--- src/rtl/writeback_arbiter_if.sv ---
// Bundle of result-source handshakes, issue/query scoreboard ports and the
// register-file write port seen by the writeback arbiter.
interface writeback_arbiter_if #(
    parameter int ADDR_WIDTH = 5,
    parameter int DATA_WIDTH = 64
);
    logic                  alu_valid;
    logic [ADDR_WIDTH-1:0] alu_rd;
    logic [DATA_WIDTH-1:0] alu_data;
    logic                  alu_ready;

    logic                  mem_valid;
    logic [ADDR_WIDTH-1:0] mem_rd;
    logic [DATA_WIDTH-1:0] mem_data;
    logic                  mem_ready;

    logic                  issue_valid;
    logic [ADDR_WIDTH-1:0] issue_rd;
    logic                  issue_ready;

    logic [ADDR_WIDTH-1:0] query_rd1;
    logic [ADDR_WIDTH-1:0] query_rd2;
    logic                  pending1;
    logic                  pending2;

    logic                  reg_write;
    logic [ADDR_WIDTH-1:0] write_register;
    logic [DATA_WIDTH-1:0] write_data;

    // Pipeline side: offers results, issues instructions, queries hazards.
    modport master (
        output alu_valid, alu_rd, alu_data,
        input  alu_ready,
        output mem_valid, mem_rd, mem_data,
        input  mem_ready,
        output issue_valid, issue_rd,
        input  issue_ready,
        output query_rd1, query_rd2,
        input  pending1, pending2,
        input  reg_write, write_register, write_data
    );

    // Arbiter side.
    modport slave (
        input  alu_valid, alu_rd, alu_data,
        output alu_ready,
        input  mem_valid, mem_rd, mem_data,
        output mem_ready,
        input  issue_valid, issue_rd,
        output issue_ready,
        input  query_rd1, query_rd2,
        output pending1, pending2,
        output reg_write, write_register, write_data
    );
endinterface

--- src/rtl/writeback_arbiter.sv ---
// Two-source writeback arbiter (load-priority with ALU anti-starvation) feeding
// one register-file write port, plus a per-register in-flight write scoreboard.
module writeback_arbiter #(
    parameter int NUM_REGS   = 32,
    parameter int DATA_WIDTH = 64,
    parameter int ADDR_WIDTH = 5
) (
    input  logic                  clk,
    input  logic                  rst,
    writeback_arbiter_if.slave    bus
);

    logic [1:0]                     starve_cnt_reg;
    logic [1:0]                     starve_cnt_next;
    logic                           alu_wins;
    logic                           mem_wins;
    logic                           alu_xfer;
    logic                           mem_xfer;
    logic                           xfer;
    logic [ADDR_WIDTH-1:0]          xfer_rd;
    logic [DATA_WIDTH-1:0]          xfer_data;
    logic                           issue_rec;

    logic                           reg_write_reg;
    logic [ADDR_WIDTH-1:0]          write_register_reg;
    logic [DATA_WIDTH-1:0]          write_data_reg;

    logic [NUM_REGS-1:0][1:0]       cnt_reg;
    logic [NUM_REGS-1:0][1:0]       cnt_next;

    // Loads win unless the ALU has already lost twice in a row.
    always_comb begin
        alu_wins = bus.alu_valid && (!bus.mem_valid || (starve_cnt_reg == 2'd2));
        mem_wins = bus.mem_valid && !alu_wins;
    end

    assign bus.alu_ready = alu_wins && !rst;
    assign bus.mem_ready = mem_wins && !rst;

    assign alu_xfer  = bus.alu_valid && bus.alu_ready;
    assign mem_xfer  = bus.mem_valid && bus.mem_ready;
    assign xfer      = alu_xfer || mem_xfer;
    assign xfer_rd   = alu_xfer ? bus.alu_rd   : bus.mem_rd;
    assign xfer_data = alu_xfer ? bus.alu_data : bus.mem_data;

    always_comb begin
        starve_cnt_next = starve_cnt_reg;
        if (!bus.alu_valid || alu_xfer) begin
            starve_cnt_next = 2'd0;
        end else if (starve_cnt_reg != 2'd2) begin
            starve_cnt_next = starve_cnt_reg + 2'd1;
        end
    end

    always_ff @(posedge clk) begin
        if (rst) begin
            starve_cnt_reg     <= 2'd0;
            reg_write_reg      <= 1'b0;
            write_register_reg <= '0;
            write_data_reg     <= '0;
            cnt_reg            <= '0;
        end else begin
            starve_cnt_reg <= starve_cnt_next;
            cnt_reg        <= cnt_next;
            reg_write_reg  <= xfer && (xfer_rd != '0);
            if (xfer) begin
                write_register_reg <= xfer_rd;
                write_data_reg     <= xfer_data;
            end
        end
    end

    assign bus.reg_write      = reg_write_reg;
    assign bus.write_register = write_register_reg;
    assign bus.write_data     = write_data_reg;

    // A counter at 3 cannot take another issue, so increments never wrap.
    assign bus.issue_ready = !rst && (cnt_reg[bus.issue_rd] != 2'd3);
    assign issue_rec       = bus.issue_valid && bus.issue_ready && (bus.issue_rd != '0);

    genvar gi;
    generate
        for (gi = 0; gi < NUM_REGS; gi++) begin : g_cnt
            logic inc;
            logic dec;
            assign inc = issue_rec && (bus.issue_rd == ADDR_WIDTH'(gi));
            assign dec = xfer && (xfer_rd != '0) && (xfer_rd == ADDR_WIDTH'(gi));
            // Simultaneous issue and retire cancel; a retire at zero is ignored.
            assign cnt_next[gi] = (inc && !dec) ? cnt_reg[gi] + 2'd1 :
                                  (dec && !inc && (cnt_reg[gi] != 2'd0)) ? cnt_reg[gi] - 2'd1 :
                                  cnt_reg[gi];
        end
    endgenerate

    assign bus.pending1 = (bus.query_rd1 != '0) && (cnt_reg[bus.query_rd1] != 2'd0);
    assign bus.pending2 = (bus.query_rd2 != '0) && (cnt_reg[bus.query_rd2] != 2'd0);

endmodule

--- src/flat_wrapper.sv ---
// flat-port wrapper written by rule: the top's interface ports become plain ports
module writeback_arbiter_flat 
#(
    parameter int NUM_REGS   = 32,
    parameter int DATA_WIDTH = 64,
    parameter int ADDR_WIDTH = 5
)
  (clk, rst, bus_alu_valid, bus_alu_rd, bus_alu_data, bus_alu_ready, bus_mem_valid, bus_mem_rd, bus_mem_data, bus_mem_ready, bus_issue_valid, bus_issue_rd, bus_issue_ready, bus_query_rd1, bus_query_rd2, bus_pending1, bus_pending2, bus_reg_write, bus_write_register, bus_write_data);
  writeback_arbiter_if #(.ADDR_WIDTH(ADDR_WIDTH), .DATA_WIDTH(DATA_WIDTH)) bus_i ();
  input  logic clk;
  input  logic rst;
  input wire logic [$bits(bus_i.alu_valid)-1:0] bus_alu_valid;
  input wire logic [$bits(bus_i.alu_rd)-1:0] bus_alu_rd;
  input wire logic [$bits(bus_i.alu_data)-1:0] bus_alu_data;
  output wire logic [$bits(bus_i.alu_ready)-1:0] bus_alu_ready;
  input wire logic [$bits(bus_i.mem_valid)-1:0] bus_mem_valid;
  input wire logic [$bits(bus_i.mem_rd)-1:0] bus_mem_rd;
  input wire logic [$bits(bus_i.mem_data)-1:0] bus_mem_data;
  output wire logic [$bits(bus_i.mem_ready)-1:0] bus_mem_ready;
  input wire logic [$bits(bus_i.issue_valid)-1:0] bus_issue_valid;
  input wire logic [$bits(bus_i.issue_rd)-1:0] bus_issue_rd;
  output wire logic [$bits(bus_i.issue_ready)-1:0] bus_issue_ready;
  input wire logic [$bits(bus_i.query_rd1)-1:0] bus_query_rd1;
  input wire logic [$bits(bus_i.query_rd2)-1:0] bus_query_rd2;
  output wire logic [$bits(bus_i.pending1)-1:0] bus_pending1;
  output wire logic [$bits(bus_i.pending2)-1:0] bus_pending2;
  output wire logic [$bits(bus_i.reg_write)-1:0] bus_reg_write;
  output wire logic [$bits(bus_i.write_register)-1:0] bus_write_register;
  output wire logic [$bits(bus_i.write_data)-1:0] bus_write_data;
  assign bus_i.alu_valid = bus_alu_valid;
  assign bus_i.alu_rd = bus_alu_rd;
  assign bus_i.alu_data = bus_alu_data;
  assign bus_alu_ready = bus_i.alu_ready;
  assign bus_i.mem_valid = bus_mem_valid;
  assign bus_i.mem_rd = bus_mem_rd;
  assign bus_i.mem_data = bus_mem_data;
  assign bus_mem_ready = bus_i.mem_ready;
  assign bus_i.issue_valid = bus_issue_valid;
  assign bus_i.issue_rd = bus_issue_rd;
  assign bus_issue_ready = bus_i.issue_ready;
  assign bus_i.query_rd1 = bus_query_rd1;
  assign bus_i.query_rd2 = bus_query_rd2;
  assign bus_pending1 = bus_i.pending1;
  assign bus_pending2 = bus_i.pending2;
  assign bus_reg_write = bus_i.reg_write;
  assign bus_write_register = bus_i.write_register;
  assign bus_write_data = bus_i.write_data;
  writeback_arbiter #(.NUM_REGS(NUM_REGS), .DATA_WIDTH(DATA_WIDTH), .ADDR_WIDTH(ADDR_WIDTH)) u_core (.clk(clk), .rst(rst), .bus(bus_i));
endmodule
--- config.mk ---
export PLATFORM = sky130hd
export DESIGN_NAME = writeback_arbiter_flat
export DESIGN_NICKNAME = d
export VERILOG_FILES = /design/src/rtl/writeback_arbiter_if.sv /design/src/rtl/writeback_arbiter.sv /design/src/flat_wrapper.sv
export SDC_FILE = /design/constraint.sdc
export NUM_CORES = 1
export LEC_CHECK = 0
export CAP_MARGIN = 20
export CELL_PAD_IN_SITES_DETAIL_PLACEMENT = 2
export CELL_PAD_IN_SITES_GLOBAL_PLACEMENT = 2
export CORE_MARGIN = 2
export CORE_UTILIZATION = 30
export CTS_BUF_LIST = sky130_fd_sc_hd__clkbuf_2 sky130_fd_sc_hd__clkbuf_4 sky130_fd_sc_hd__clkbuf_8
export DETAILED_ROUTE_END_ITERATION = 10
export GPL_ROUTABILITY_DRIVEN = 0
export PLACE_DENSITY_LB_ADDON = 0.1
export SYNTH_ARGS = -nofsm -noshare
export SYNTH_HDL_FRONTEND = slang
export SYNTH_SLANG_ARGS = --single-unit
--- constraint.sdc ---
create_clock -name clk -period 7.2 [get_ports clk]
set_clock_uncertainty 0.05 [all_clocks]
set_input_delay 1.44 -clock clk [delete_from_list [all_inputs] [get_ports clk]]
set_output_delay 1.44 -clock clk [all_outputs]
set_load 0.02 [all_outputs]
After elaboration in Yosys (flattened, before gate mapping) --
Cells that the tools add are included.
Operators by class: $add $sub $neg 65, order comparisons 3, equal/unequal tests 65, muxes and demuxes 72, reductions and logical operators 316
Operators with widths (count):
- logical AND 1 bit | 172
- == test 5 bit (second input constant) | 32
- two-way mux 2 bit | 67
- nonzero test 2 bit | 66
- == test 5 x 4 -> 1 bit (second input constant) | 16
- logical NOT 1 bit | 68
- adder 2 x 1 -> 2 bit (second input constant) | 33
- two-way mux 64 bit | 1
- subtractor 2 x 1 -> 2 bit (second input constant) | 32
- == test 5 x 3 -> 1 bit (second input constant) | 8
- binary-select mux 2 bit (select 5 bit) | 3
- == test 5 x 2 -> 1 bit (second input constant) | 4
- nonzero test 5 bit | 4
- < comparator 5 x 6 -> 1 bit (second input constant) | 3
- == test 5 x 1 -> 1 bit (second input constant) | 2
- logical NOT 5 bit | 2
- two-way mux 5 bit | 1
- != test 2 bit (second input constant) | 2
- logical OR 1 bit | 3
- == test 2 bit (second input constant) | 1
- OR reduction 2 bit | 1
Storage, ports and cells: flip-flop bits (word level) 136, input bits 158, output and inout bits 75, word-level logic and storage cells 557

Depth between registers and ports, before layout --
Gate-level depths: netlist of the first run.
depth after elaboration 14, gate-level depth with buffers 10, depth with buffers taken out 8

Worst setup path after synthesis of the first run --
Ideal clock, no wire load.
path type input -> output, start point input port bus_issue_rd[1], end point output port bus_issue_ready, data arrival time 3.208 ns, required time 5.710 ns, path slack 2.502 ns, stages 8, buffers on the path 3, cells stage by stage buf_2 > clkbuf_1 > clkbuf_1 > o21ai_0 > mux4_2 > mux2i_1 > a21oi_1 > nor2_1
Between the ends: cells in the longest elaborated chain, start to end 4
RTL lines:
- from (decl) | line flat_wrapper.sv:21 | input wire logic [$bits(bus_i.issue_rd)-1:0] bus_issue_rd;
- binary-select mux 2 bit (select 5 bit) | line writeback_arbiter.sv:78 | assign bus.issue_ready = !rst && (cnt_reg[bus.issue_rd] != 2'd3);
- two-way mux 2 bit (not written as such) | line writeback_arbiter.sv:78
- != test 2 bit | line writeback_arbiter.sv:78
- logical AND 1 bit | line writeback_arbiter.sv:78
- to (decl) | line flat_wrapper.sv:22 | output wire logic [$bits(bus_i.issue_ready)-1:0] bus_issue_ready;
No other way between the ends. The select of a mux whose other input is x is not followed.

Final worst setup path of the first run --
start point input port bus_issue_rd[0], end point output port bus_issue_ready
The elaborated chain is that of the path after synthesis.

==> results of run 1 <==
==> worst reg2reg max path, delay by kind of cell, from the launching register on <==
kind | cells | cell delay [ps]
compound gates | 2 | 1100
simple gates | 3 | 910
buf+inv | 2 | 440
flops | 1 | 320
xor+xnor | 1 | 270
fa+ha+maj | 1 | 220
==> metal layers <==
| layer | global-route usage [%] | vias to the layer above | wire length (µm) |
|---|---|---|---|
| li1 | - | 4174 | - |
| met1 | 30.9 | 4436 | 15200 |
| met2 | 43.0 | 221 | 16700 |
| met3 | 8.98 | 30 | 2650 |
| met4 | 5.37 | 2 | 447 |
| met5 | 0 | - | 12 |
==> report_power, final <==
| part | internal, mW | switching (mW) |
|---|---|---|
| clock | 0.257 | 0.384 |
| combinational | 0.186 | 0.201 |
| sequential | 0.785 | 0.0199 |
| total | 1.23 | 0.605 |
==> path summary, 6_finish.rpt <==
check	start	to	slack, ps	cells after the start
max	bus_issue_rd[0]	bus_issue_ready	1220	8
min	u_core.starve_cnt_reg[0]	u_core.starve_cnt_reg[0]	370	1
max reg2reg	u_core.starve_cnt_reg[0]	u_core.cnt_reg[24]	3800	9
min reg2reg	u_core.starve_cnt_reg[0]	u_core.starve_cnt_reg[0]	370	1
==> synth_stat cells, types with 6 or more instances <==
library cell / count
sky130_fd_sc_hd__o32ai_1: 16
sky130_fd_sc_hd__nor3_1: 98
sky130_fd_sc_hd__o21ai_0: 30
sky130_fd_sc_hd__nor2b_1: 12
sky130_fd_sc_hd__dfxtp_1: 136
sky130_fd_sc_hd__buf_2: 7
sky130_fd_sc_hd__o211ai_1: 6
sky130_fd_sc_hd__inv_1: 14
sky130_fd_sc_hd__xnor2_1: 16
sky130_fd_sc_hd__nand2b_1: 14
sky130_fd_sc_hd__o22ai_1: 64
sky130_fd_sc_hd__nor2_1: 149
sky130_fd_sc_hd__a21oi_1: 56
sky130_fd_sc_hd__nand3_1: 40
sky130_fd_sc_hd__mux4_2: 20
sky130_fd_sc_hd__nor4_1: 17
sky130_fd_sc_hd__a21o_1: 6
sky130_fd_sc_hd__clkbuf_1: 42
sky130_fd_sc_hd__nand3b_1: 6
sky130_fd_sc_hd__buf_1: 14
sky130_fd_sc_hd__nand4_1: 17
sky130_fd_sc_hd__a211oi_1: 13
sky130_fd_sc_hd__a221oi_1: 15
sky130_fd_sc_hd__nor3b_1: 8
sky130_fd_sc_hd__nand2_1: 93
==> area by class of cell <==
class                   instances  area, µm²  share of cell area [%]
repair buffers                241       2390                    22.1
well taps                     335        419                    3.88
clock buffers                  18        241                    2.24
flip-flops and latches        136       2720                    25.2
clock inverters                14        134                    1.24
inverters                      14       52.6                   0.487
multi-input cells             789       4830                    44.8
diodes                          1       2.50                  0.0232
==> cells by family after synthesis <==
logic type	Yosys count	synth area share (%)
mux	27	6.65
buf+inv	81	4.35
flops	136	34.5
compound gates	252	22.1
xor+xnor	21	2.33
fa+ha+maj	1	0.159
simple gates	488	29.9
==> through the flow <==
stage,util (%),hold WS (ps)
2_1_floorplan,-,342
3_3_place_gp,40.2,358
3_5_place_dp,40.2,363
4_1_cts,41.6,376
5_1_grt,41.6,400
6_report,41.6,370
==> impl_results.rst, run 1 <==
.. list-table::
   :header-rows: 1

   * - Metric
     - Value
   * - Drt wl/cell
     - roughly 23 µm
   * - Result of the run
     - finished clean
   * - Required time worst endpoint
     - about 5700 ps
   * - Total Routed Length
     - between 30000 and 40000 µm
   * - CORE AREA
     - 25900 µm²
   * - Remaining DRCs
     - 0
   * - Relative area change from synthesis to final layout
     - 36.8%
   * - Ys async rst share
     - 0%
   * - Main area contributors after synthesis
     - sky130_fd_sc_hd__dfxtp_1 (35%), sky130_fd_sc_hd__nor2_1 (7.1%), sky130_fd_sc_hd__nor3_1 (6.2%)
   * - Clock insertion delay at the later pin of the skew report
     - ~470 ps
   * - Cell family contributing the most delay on the critical path
     - buffers and inverters
   * - Tightest Pin Transition
     - about 960 ps
   * - Peak ir drop on the vdd network
     - approximately 0.099 mV
   * - Leading cell type in the layout, fill and taps excluded
     - sky130_fd_sc_hd__clkdlybuf4s50_1
   * - Number of register bits inferred by synthesis
     - roughly 140
   * - Total number of nets in the final design
     - around 1400
   * - Element type at the critical path end
     - output pin
   * - Post-detailed-route count of antenna-violating nets
     - 0
   * - Sum of internal, switching and leakage power
     - between 1.5 and 2 mW
   * - Number of violations of the max-capacitance limit
     - 0
   * - Worst-path maximum fanout
     - 19
   * - Height of the chip
     - approximately 170 µm
   * - Non-Filler Instances
     - between 1500 and 2000
   * - Portion of synthesized cell area occupied by the leading cell type
     - approximately a third
   * - Post-DP HPWL
     - 26600 µm
   * - Pwr dens
     - 170 nW/µm²
   * - CTS Root Buffer Type
     - sky130_fd_sc_hd__clkbuf_8
   * - Portion of the post-synthesis area used by sequential elements
     - between 30% and 40%
   * - Number of hold buffers added after cts
     - 0
   * - Iter 0 DRT Violations
     - 490
   * - Antenna violations before repair
     - 2
   * - CTS Sinks
     - roughly 140
   * - Cell Area, Synth
     - roughly 7900 µm²
   * - Total track usage
     - approximately 25%
   * - Number of vias per cell
     - ~5.7
   * - # Post-CTS Setup Buffers
     - 0
   * - Worst max-slew margin expressed relative to the limit
     - 35.7%
   * - Resize count post-CTS
     - 0
   * - Total nets after synthesis
     - around 1200
   * - Cells along the critical path
     - clkdlybuf4s50_1 -> buf_4 -> mux4_2 -> o211ai_4 -> a21oi_2 -> a21oi_1 -> nor2_1 -> clkdlybuf4s50_1
   * - Number of H-tree levels
     - 4
   * - Deepest clock path buffer count
     - 2
   * - Static Leakage
     - around 3.6 nW
   * - Fraction of layout cells with a size suffix above 1
     - under 10%
   * - Clock input transition at the sequential cells of the worst setup and hold paths
     - ~90 ps
   * - Via count of the first global-routing pass
     - between 9000 and 10000
   * - Starting density of the core
     - 30.4%
   * - Die Footprint
     - between 20000 and 30000 µm²
   * - Post-synth EDFFs
     - 0
   * - Setup_tns
     - 0 ps
   * - Total number of placement rows
     - roughly 60
   * - Max Transition Viols Final
     - 0
   * - Synth Instances
     - slightly above 1000
   * - Most Frequent Cell on Critical Path
     - sky130_fd_sc_hd__clkdlybuf4s50_1
   * - Total non-filler cell area in the finished layout
     - about 11000 µm²
   * - Mean instance size in the synthesized netlist
     - slightly below 8 µm²
   * - Filler cell count in the final layout
     - roughly 3000
   * - Cts bufs inserted
     - 17
   * - Biggest area consumer among synthesized cells
     - sky130_fd_sc_hd__dfxtp_1
   * - Pre-CTS WS
     - about 1200 ps
   * - Placed standard-cell area
     - between 10000 and 15000 µm²
   * - RSZ-0062 raised after global routing
     - no
   * - Hold Fails Final Rpt
     - 0
   * - Total iterations of the first detailed-routing run
     - 7
   * - Library cell contributing the largest single delay on the critical path
     - sky130_fd_sc_hd__clkdlybuf4s50_1
   * - Worst setup slack after layout
     - 1220 ps
   * - Maximum clock frequency
     - about 0.17 GHz
   * - Pin count of the biggest net entering global routing
     - 77
   * - CTS tree
     - built
   * - Post-route minimum period
     - between 5000 and 6000 ps
   * - Dominant synthesized flop cell
     - sky130_fd_sc_hd__dfxtp_1
   * - Worst path arrival time
     - roughly 4500 ps
   * - Width of the chip
     - approximately 170 µm
   * - Quantity of I/O buffers inserted on ports
     - about 230
   * - Total via count in the routed design
     - 8863
   * - Global-route wire length before repair
     - approximately 55000 µm
   * - Synthesis warning total
     - 0
   * - Buffers & Inverters on Critical Path
     - 3
   * - Leading cell types in the layout, fill and taps excluded
     - sky130_fd_sc_hd__clkdlybuf4s50_1 (231), sky130_fd_sc_hd__nor2_1 (148), sky130_fd_sc_hd__dfxtp_1 (136)
   * - GRT overflow
     - 0
   * - Total placed cells including tap cells
     - approximately 1500
   * - Post-synthesis cell type count
     - 60
   * - Share of the cycle needed by the critical path after routing
     - between 80% and 90%
   * - Classification of the worst-slack hold path
     - reg2reg
   * - Type of the worst setup path
     - in2out
   * - Slowest Stage Delay on Critical Path
     - between 600 and 700 ps
   * - Top-Level Pins
     - 233
   * - Startpoint type of the worst setup path
     - primary input
   * - Setup-failing EPs final
     - 0
Power figures use the tool's default switching activity.
==> inputs of run 2 (changes only) <==
--- a/config.mk
+++ b/config.mk
@@ -9,7 +9,7 @@
 export CELL_PAD_IN_SITES_DETAIL_PLACEMENT = 2
 export CELL_PAD_IN_SITES_GLOBAL_PLACEMENT = 2
 export CORE_MARGIN = 2
-export CORE_UTILIZATION = 30
+export CORE_UTILIZATION = 27
 export CTS_BUF_LIST = sky130_fd_sc_hd__clkbuf_2 sky130_fd_sc_hd__clkbuf_4 sky130_fd_sc_hd__clkbuf_8
 export DETAILED_ROUTE_END_ITERATION = 10
 export GPL_ROUTABILITY_DRIVEN = 0
==> constraint.sdc (replaced) <==
create_clock -name clk -period 5.8 [get_ports clk]
set_clock_uncertainty 0.05 [all_clocks]
set_input_delay 1.16 -clock clk [delete_from_list [all_inputs] [get_ports clk]]
set_output_delay 1.16 -clock clk [all_outputs]
set_load 0.02 [all_outputs]
==> impl_results.rst, run 2 (same netlist as run 1, synthesis figures left out) <==
.. list-table::
   :header-rows: 1

   * - Metric
     - Value
   * - Setup-failing EPs final
     - 0
   * - Cells along the critical path
     - clkdlybuf4s50_1 -> mux4_2 -> a22oi_2 -> o211ai_4 -> a21oi_2 -> a21oi_1 -> nor2_1 -> clkdlybuf4s50_1
   * - Total iterations of the first detailed-routing run
     - 4
   * - Antenna violations before repair
     - 5
   * - Endpoint of the most critical setup path
     - bus_issue_ready
   * - Number of hold buffers added after cts
     - 0
   * - Share of the cycle needed by the critical path after routing
     - about 92%
   * - Worst path arrival time
     - approximately 4100 ps
   * - Leading cell types in the layout, fill and taps excluded
     - sky130_fd_sc_hd__clkdlybuf4s50_1 (231), sky130_fd_sc_hd__nor2_1 (148), sky130_fd_sc_hd__dfxtp_1 (136)
   * - CORE AREA
     - roughly 29000 µm²
   * - Startpoint type of the worst setup path
     - primary input
   * - Library cell contributing the largest single delay on the critical path
     - sky130_fd_sc_hd__clkdlybuf4s50_1
   * - Post-Route Utilization
     - 38.1%
   * - Total track usage
     - between 20% and 30%
   * - Slowest Stage Delay on Critical Path
     - roughly 860 ps
   * - GRT overflow
     - 0
   * - Width of the chip
     - between 150 and 200 µm
   * - Crit path from
     - bus_issue_rd[0]
   * - Endpoint of the worst register-to-register path
     - u_core.cnt_reg[4]
   * - Post-route minimum period
     - roughly 5400 ps
   * - Total Routed Length
     - 35700 µm
   * - Total via count in the routed design
     - 8813
   * - Area of the multi-input gates
     - slightly below 5000 µm²
   * - CTS Sinks
     - ~140
   * - Pwr dens
     - roughly 220 nW/µm²
   * - Worst-path maximum fanout
     - 9
   * - Peak ir drop on the vdd network
     - ~0.13 mV
   * - Maximum clock frequency
     - 0.187 GHz
   * - Fraction of layout cells with a size suffix above 1
     - 7.49%
   * - Post-DP HPWL
     - 26500 µm
   * - Total number of placement rows
     - 62
   * - Remaining DRCs
     - 0
   * - Drt wl/cell
     - ~22 µm
   * - Worst R2R Path Depth
     - 9
   * - Cts bufs inserted
     - 17
   * - Iter 0 DRT Violations
     - ~490
   * - Combined flip-flop and latch cell area
     - approximately 2700 µm²
   * - Element type at the critical path end
     - output pin
   * - Number of violations of the max-capacitance limit
     - 0
   * - Relative area change from synthesis to final layout
     - 38.8%
   * - CTS Root Buffer Type
     - sky130_fd_sc_hd__clkbuf_8
   * - Type of the worst setup path
     - in2out
   * - Hold path start
     - u_core.starve_cnt_reg[0]
   * - Clock input transition at the sequential cells of the worst setup and hold paths
     - around 90 ps
   * - Worst max-slew margin expressed relative to the limit
     - a little over a third
   * - Total number of nets in the final design
     - around 1400
   * - Quantity of I/O buffers inserted on ports
     - 232
   * - Reg-to-reg startpoint
     - u_core.starve_cnt_reg[0]
   * - Resize count post-CTS
     - 0
   * - Tightest Pin Transition
     - roughly 980 ps
   * - Clock insertion delay at the later pin of the skew report
     - about 480 ps
   * - Static Leakage
     - around 3.6 nW
   * - Starting density of the core
     - 27.5%
   * - CTS tree
     - built
   * - Register-to-register path setup slack
     - between 2000 and 3000 ps
   * - Hold Fails Final Rpt
     - 0
   * - Most Frequent Cell on Critical Path
     - sky130_fd_sc_hd__clkdlybuf4s50_1
   * - Top-Level Pins
     - 233
   * - Max Transition Viols Final
     - 0
   * - Post-detailed-route count of antenna-violating nets
     - 0
   * - Pin count of the biggest net entering global routing
     - approximately 110
   * - # Post-CTS Setup Buffers
     - 0
   * - Leading cell type in the layout, fill and taps excluded
     - sky130_fd_sc_hd__clkdlybuf4s50_1
   * - Die Footprint
     - approximately 30000 µm²
   * - Height of the chip
     - approximately 170 µm
   * - Classification of the worst-slack hold path
     - reg2reg
   * - Filler cell count in the final layout
     - 3299
   * - Result of the run
     - finished clean
   * - Setup_tns
     - 0 ps
   * - RSZ-0062 raised after global routing
     - no
   * - Final antenna diode count
     - 0
   * - Deepest clock path buffer count
     - 2
   * - Number of vias per cell
     - 5.51
   * - Global-route wire length before repair
     - approximately 55000 µm
   * - Required time worst endpoint
     - about 4600 ps
   * - Number of H-tree levels
     - 4
   * - Via count of the first global-routing pass
     - 9321
## run 2: cell types whose count changed in the layout (fill, tap and decap cells not counted), moves of 2 or more
cell,previous run,this run
sky130_fd_sc_hd__buf_4,10,12
sky130_fd_sc_hd__clkinvlp_4,3,1
sky130_fd_sc_hd__inv_8,3,0
sky130_fd_sc_hd__bufinv_16,0,3
## run 2: layer usage
layer  GRT usage (%)  vias up  routed length [µm]
met5               0        -                  57
met4            5.24       10                 424
met3            9.42       33                3130
met2            38.1      228               16500
met1            29.0     4356               15600
li1                -     4186                   -
## run 2: how the worst min path moves through the flow
stage	end	slack, ps	depth (start not counted)
after floorplan	u_core.starve_cnt_reg[0]	340	1
after global placement	u_core.starve_cnt_reg[0]	350	1
after detailed placement	u_core.starve_cnt_reg[0]	380	1
after CTS	u_core.starve_cnt_reg[0]	390	1
after global routing	u_core.starve_cnt_reg[0]	410	1
final	u_core.starve_cnt_reg[0]	390	1
## run 2: per-stage QoR
stage               total power, mW  area, µm²  cells  setup slack, ps  hold slack (ps)
finish                         2.39      10900   1599              449              393
global route                   2.50      10900   1599              268              406
CTS                            2.42      10900   1599              414              395
detailed placement             1.51      10500   1567              437              381
global placement               1.50      10500   1567              476              352
floorplan                      1.24       7890   1006             1660              342
## run 2: cell type report
cell class	count	share of cell area [%]
Multi-Input combinational cell	789	44.2
Sequential cell	136	24.9
Inverter	14	0.480
Timing Repair Buffer	244	22.1
Clock buffer	20	2.40
Tap cell	384	4.39
Clock inverter	12	1.50
## run 2: critical path, delay by kind of cell
family	cells	cell delay [ps]
and+or+nand+nor	1	150
buffers and inverters	2	1500
muxes	1	590
AOI/OAI and AO/OA	4	730
## run 2: power breakdown
group | leakage [nW] | internal (mW) | switching, mW
Sequential | 1.11 | 0.974 | 0.0244
Combinational | 2.28 | 0.233 | 0.252
Clock | 0.216 | 0.453 | 0.451
Total | 3.61 | 1.66 | 0.727
==> RTL change 1 (settings of run 1) <==
`DATA_WIDTH` is set to 64 in 3 places; all go to 96.
--- a/src/rtl/writeback_arbiter_if.sv
+++ b/src/rtl/writeback_arbiter_if.sv
@@ -4,3 +4,3 @@
     parameter int ADDR_WIDTH = 5,
-    parameter int DATA_WIDTH = 64
+    parameter int DATA_WIDTH = 96
 );
--- a/src/rtl/writeback_arbiter.sv
+++ b/src/rtl/writeback_arbiter.sv
@@ -4,3 +4,3 @@
     parameter int NUM_REGS   = 32,
-    parameter int DATA_WIDTH = 64,
+    parameter int DATA_WIDTH = 96,
     parameter int ADDR_WIDTH = 5
--- a/src/flat_wrapper.sv
+++ b/src/flat_wrapper.sv
@@ -4,3 +4,3 @@
     parameter int NUM_REGS   = 32,
-    parameter int DATA_WIDTH = 64,
+    parameter int DATA_WIDTH = 96,
     parameter int ADDR_WIDTH = 5
Ports: changed (resized bus_alu_data, bus_mem_data and bus_write_data); port bits go from 233 to 329. No check against the original RTL was run, so the function may have changed too.
==> RTL change 1 against run 1 <==
Combinational power increased by 32%. Non-clock buffer count is 97 higher. Via count increased by 15%. Total power grew 24%. Worst hold slack better by 0.00069 ns. Critical endpoint unchanged. Sequential cell count up 32. Wire length is 20% higher. Largest power group unchanged. Setup slack improved by 0.092 ns. Global-route usage increased by 1.3 points. Final area grew 21%. Synthesized area rose by 15%.
==> RTL change 1: results (changes against run 1) <==
* Worst ir drop on vdd at 0.1252 mV (+26%)
* Share of layout cells above drive strength 1 at 0.06033 (-0.01228)
* Worst hold path class: flip-flop to flip-flop
* Largest net degree at the start of global routing at 93 (+21%)
* Setup Fix Bufs, Post-CTS at 0 (unchanged)
* Clk buf depth at 2 (unchanged)
* Vias in the first global route at 11220 (+17%)
* Clk_lat worst skew at 0.49 ns (+0.02 ns)
* FILL cells at 3333 (+13%)
* Xor-xnor portion of the synthesized cell area at 0.01540 (-0.007931)
* CTS Buf Count at 17 (unchanged)
* Mux cell area share after synthesis at 0.05677 (-0.009717)
* Detail Placement HPWL at 31130 um (+17%)
* R2R cell count at 8 (-1)
* First-pass GRT wire length at 64620 um (+17%)
* Via count at 10230 (+15%)
* R2R setup slack at 4.04 ns (+0.24 ns)
* Final hold slack at 0.3707 ns (+0.0006870 ns)
* Clk pin slew, worst setup/hold paths at 0.09 ns (about the same)
* CP arrival at 4.40 ns (-0.09 ns)
* 1st-pass router iterations at 4 (-3)
* Syn_nets at 1356 (+16%)
* Max-slew headroom at 0.3297 (-0.02767)
* Leakage power at 4.368 nW (+23%)
* Most common library cells after synthesis: dfxtp_1 (168), nor2_1 (152), nor3_1 (127)
* Max_cap viols at 0 (unchanged)
* Capturing point of the worst reg2reg path: u_core.cnt_reg[2]$_SDFFE_PP0P_
* Initial antenna violation count at 6 (+4)
* Synth unique cells at 52 (-13%)
* Post-synthesis sequential area ratio at 0.3695 (+0.02420)
* Synth Area in Adders at 0.001375 (-0.0002122)
* Gr usage total at 0.2654 (+0.01260)
* Main area contributors after synthesis: dfxtp_1 (37%), nor3_1 (7.0%), o22ai_1 (6.6%)
* WL final at 42020 um (+20%)
* Synth Area in Compound Gates at 0.2603 (+0.03930)
* DR iter-0 viols at 503 (+2.7%)
* Asr flop ratio synth at 0 (unchanged)
* Nets at 1619 (+19%)
* Status: completed
* # port buffers at 328 (+41%)
* CTS H-tree lvls at 4 (unchanged)
==> RTL change 1: changes by cell type after synthesis, sizes merged, moves of 11 or more <==
cell / run 1 / this run
a211oi: 13 / 44
clkbuf: 42 / 75
o2111ai: 2 / 15
a21oi: 62 / 43
dfxtp: 136 / 168
o32ai: 16 / 0
o211ai: 7 / 26
nor4: 17 / 1
nand2: 93 / 79
xnor2: 16 / 5
o22ai: 64 / 96
inv: 14 / 33
nor3: 98 / 127
==> RTL change 1: how the worst max path moves through the flow <==
stage / start / to
2_1_floorplan: bus_issue_rd[0] / bus_issue_ready
3_3_place_gp: bus_issue_rd[0] / bus_issue_ready
3_5_place_dp: bus_issue_rd[0] / bus_issue_ready
4_1_cts: bus_issue_rd[0] / bus_issue_ready
5_1_grt: bus_issue_rd[0] / bus_issue_ready
6_report: bus_issue_rd[0] / bus_issue_ready
==> RTL change 1: logic make-up after synthesis <==
group | after synthesis
simple gates | 469
compound gates | 329
flops | 168
buf+inv | 127
mux | 23
xor+xnor | 16
fa+ha+maj | 1
==> RTL change 1: per-layer routing <==
metal	wire, um	vias up	track usage
met3	3046	51	0.08781
met4	991	2	0.08333
met1	16950	5107	0.3009
met5	11	-	0
met2	21020	272	0.4701
li1	-	4797	-
==> RTL change 1: cell type report <==
| type | count | share of cell area |
|---|---|---|
| Clock inverter | 14 | 0.01449 |
| Clock buffer | 18 | 0.01852 |
| Tap cell | 390 | 0.03743 |
| Timing Repair Buffer | 338 | 0.2577 |
| Inverter | 33 | 0.009501 |
| Multi-Input combinational cell | 838 | 0.4029 |
| Antenna cell | 8 | 0.001536 |
| Sequential cell | 168 | 0.2580 |
==> RTL change 1: stage by stage <==
step                      utilization  area [um^2]  power (mW)  cells  setup slack (ns)
after floorplan                     -         9102       1.248   1133             2.546
after global placement         0.4224        12590       1.523   1767             1.257
after detailed placement       0.4224        12590       1.535   1767             1.310
after CTS                      0.4369        13020       2.307   1799             1.294
after global routing           0.4372        13030       2.383   1803             1.084
final                          0.4376        13040       2.279   1807             1.311
==> RTL change 1: report_power, final <==
part / internal [mW] / leakage [nW] / switching (mW)
Combinational: 0.249 / 2.77 / 0.261
Clock: 0.331 / 0.220 / 0.434
Sequential: 0.976 / 1.38 / 0.0275
==> RTL change 1: worst max-delay path, cell delays in order <==
cell and delay [ns]:
clkdlybuf4s50_1 1.03, mux4_1 0.67, mux4_2 0.48, nor2_1 0.11
a311oi_1 0.07, clkdlybuf4s50_1 0.59
==> RTL change 2 (flow settings as in run 1) <==
Made on the original files. Reset style: asynchronous (`rst`), changed in one clocked block.
--- a/src/rtl/writeback_arbiter.sv
+++ b/src/rtl/writeback_arbiter.sv
@@ -54,3 +54,3 @@
 
-    always_ff @(posedge clk) begin
+    always_ff @(posedge clk or posedge rst) begin
         if (rst) begin
Behaviour: differs if rst is asserted again (counterexample within 4 cycles, from zero or initial values and one cycle with rst high); with rst held inactive, the same outputs for 4 cycles.
==> RTL change 2 against run 1 <==
Utilization is 0.40 points lower. Worst hold slack worse by 0.037 ns. Critical path depth is 1 higher. Wire length is 4.8% lower. Critical path type unchanged. Final area is 5.9% higher. Synthesized area is 7.0% higher. Sequential cell count stayed put. Setup slack worse by 0.31 ns. Global-route usage is 2.3 points lower.
Power is not compared: it rests on default switching activity, and its combinational part moved more than twofold at a synthesized area within 25%.
==> RTL change 2: results (changes against run 1) <==
* Status: completed
* Ant. Diodes at 0 (-1)
* Detail Placement HPWL at 24670 um (-7.2%)
* FILL cells at 3013 (+2.1%)
* Asr flop ratio synth at 1.000 (+1.000)
* Comb_multi_in at 710 (-10%)
* Placed Instances at 1486 (-1.9%)
* Setup Fix Bufs, Post-CTS at 0 (unchanged)
* Core footprint at 27710 um^2 (+6.9%)
* 1st-pass router iterations at 4 (-3)
* Post_cts resized at 0 (unchanged)
* Synth unique cells at 63 (+5.0%)
* Clk_lat worst skew at 0.47 ns (about the same)
* CP arrival at 4.80 ns (+0.31 ns)
* Max-slew headroom at 0.2714 (-0.08593)
* Most used DFF post-synth: dfrtp_1
* Initial antenna violation count at 1 (-1)
* Clk cell area share at 0.03450 (-0.0002928)
* Crit path largest cell delay at 1.04 ns (+0.38 ns)
* Largest net degree at the start of global routing at 141 (+83%)
* Pre-CTS setup slack at 0.9246 ns (-0.2626 ns)
* Buffering overhead at 0.2142 (-0.007053)
* Most common library cells after synthesis: dfrtp_1 (136), nor2_1 (127), nand2_1 (68)
* Cells on Worst Hold Path at 0 (-1)
* Vias in the first global route at 8994 (-6.0%)
* Fraction of area in multi-input gates at 0.4067 (-0.04089)
* First-pass GRT wire length at 51830 um (-6.3%)
* Nonclk inv count at 15 (+1)
* Xor-xnor portion of the synthesized cell area at 0.02491 (+0.001581)
* Synth Area per Inst at 9.036 um^2 (+15%)
* Synth warnings at 0 (unchanged)
* Syn_nets at 1093 (-6.2%)
* R2R cell count at 10 (+1)
* Share of layout cells above drive strength 1 at 0.08158 (+0.008972)
* Seq/total area at 0.2979 (+0.04554)
* WL final at 33350 um (-4.8%)
* Vias per cell at 5.425 (-5.2%)
* DR iter-0 viols at 429 (-12%)
* Critical path peak fanout at 22 (+3)
* Gr usage total at 0.2296 (-0.02322)
* Post-synthesis sequential area ratio at 0.4033 (+0.05797)
* Main area contributors after synthesis: dfrtp_1 (40%), nor2_1 (5.6%), o22ai_1 (4.9%)
* Mux cell area share after synthesis at 0.08451 (+0.01802)
* Non-clk bufs at 247 (+2.5%)
* Synth Area in Adders at 0.001483 (-0.0001042)
* Area after DPL at 11030 um^2 (+5.9%)
* Via count at 8235 (-7.1%)
* Synth Area in Compound Gates at 0.2337 (+0.01261)
* Nets at 1286 (-5.3%)
## RTL change 2: cell types whose count changed after synthesis, sizes merged, moves of 25 or more
cell	delta
and3	+25
o21ai	+34
dfxtp	-136
nand2	-25
dfrtp	+136
nor3	-56
## RTL change 2: per-layer routing
layer / part of all wire / global-route usage / routed length [um] / vias to the layer above
li1: - / - / - / 3855
met1: 0.43 / 0.2812 / 14310 / 4117
met2: 0.48 / 0.3866 / 15900 / 237
met3: 0.083 / 0.08353 / 2770 / 26
met4: 0.011 / 0.04937 / 378 / 0
met5: 0 / 0 / 0 / -
## RTL change 2: cells by family (layout without fill, tap and decap cells)
group	Yosys count	count (layout)
buffers and inverters	88	294
xor gates and xnor gates	24	24
DFF	136	136
muxes	35	35
AOI/OAI and AO/OA	302	302
adders and majority gates	1	1
and+or+nand+nor	348	348
## RTL change 2: path summary, 6_finish.rpt
check / to / slack [ns] / start
max in group asynchronous: u_core.bus.write_data[24]$_DFFE_PP0N_ / 4.82 / rst
max reg2reg: u_core.cnt_reg[62]$_DFFE_PP0P_ / 3.93 / u_core.starve_cnt_reg[0]$_DFFE_PP0P_
min in group asynchronous: u_core.bus.write_register[2]$_DFFE_PP0N_ / 1.68 / rst
max: bus_issue_ready / 0.91 / bus_issue_rd[1]
min reg2reg: u_core.cnt_reg[0]$_DFFE_PP0P_ / 0.33 / u_core.cnt_reg[0]$_DFFE_PP0P_
min: u_core.cnt_reg[0]$_DFFE_PP0P_ / 0.33 / u_core.cnt_reg[0]$_DFFE_PP0P_
## RTL change 2: power by group
group	internal, mW	switching [mW]
logic	0.397	0.419
clock network	0.293	0.381
registers	0.885	0.131
total	1.58	0.931
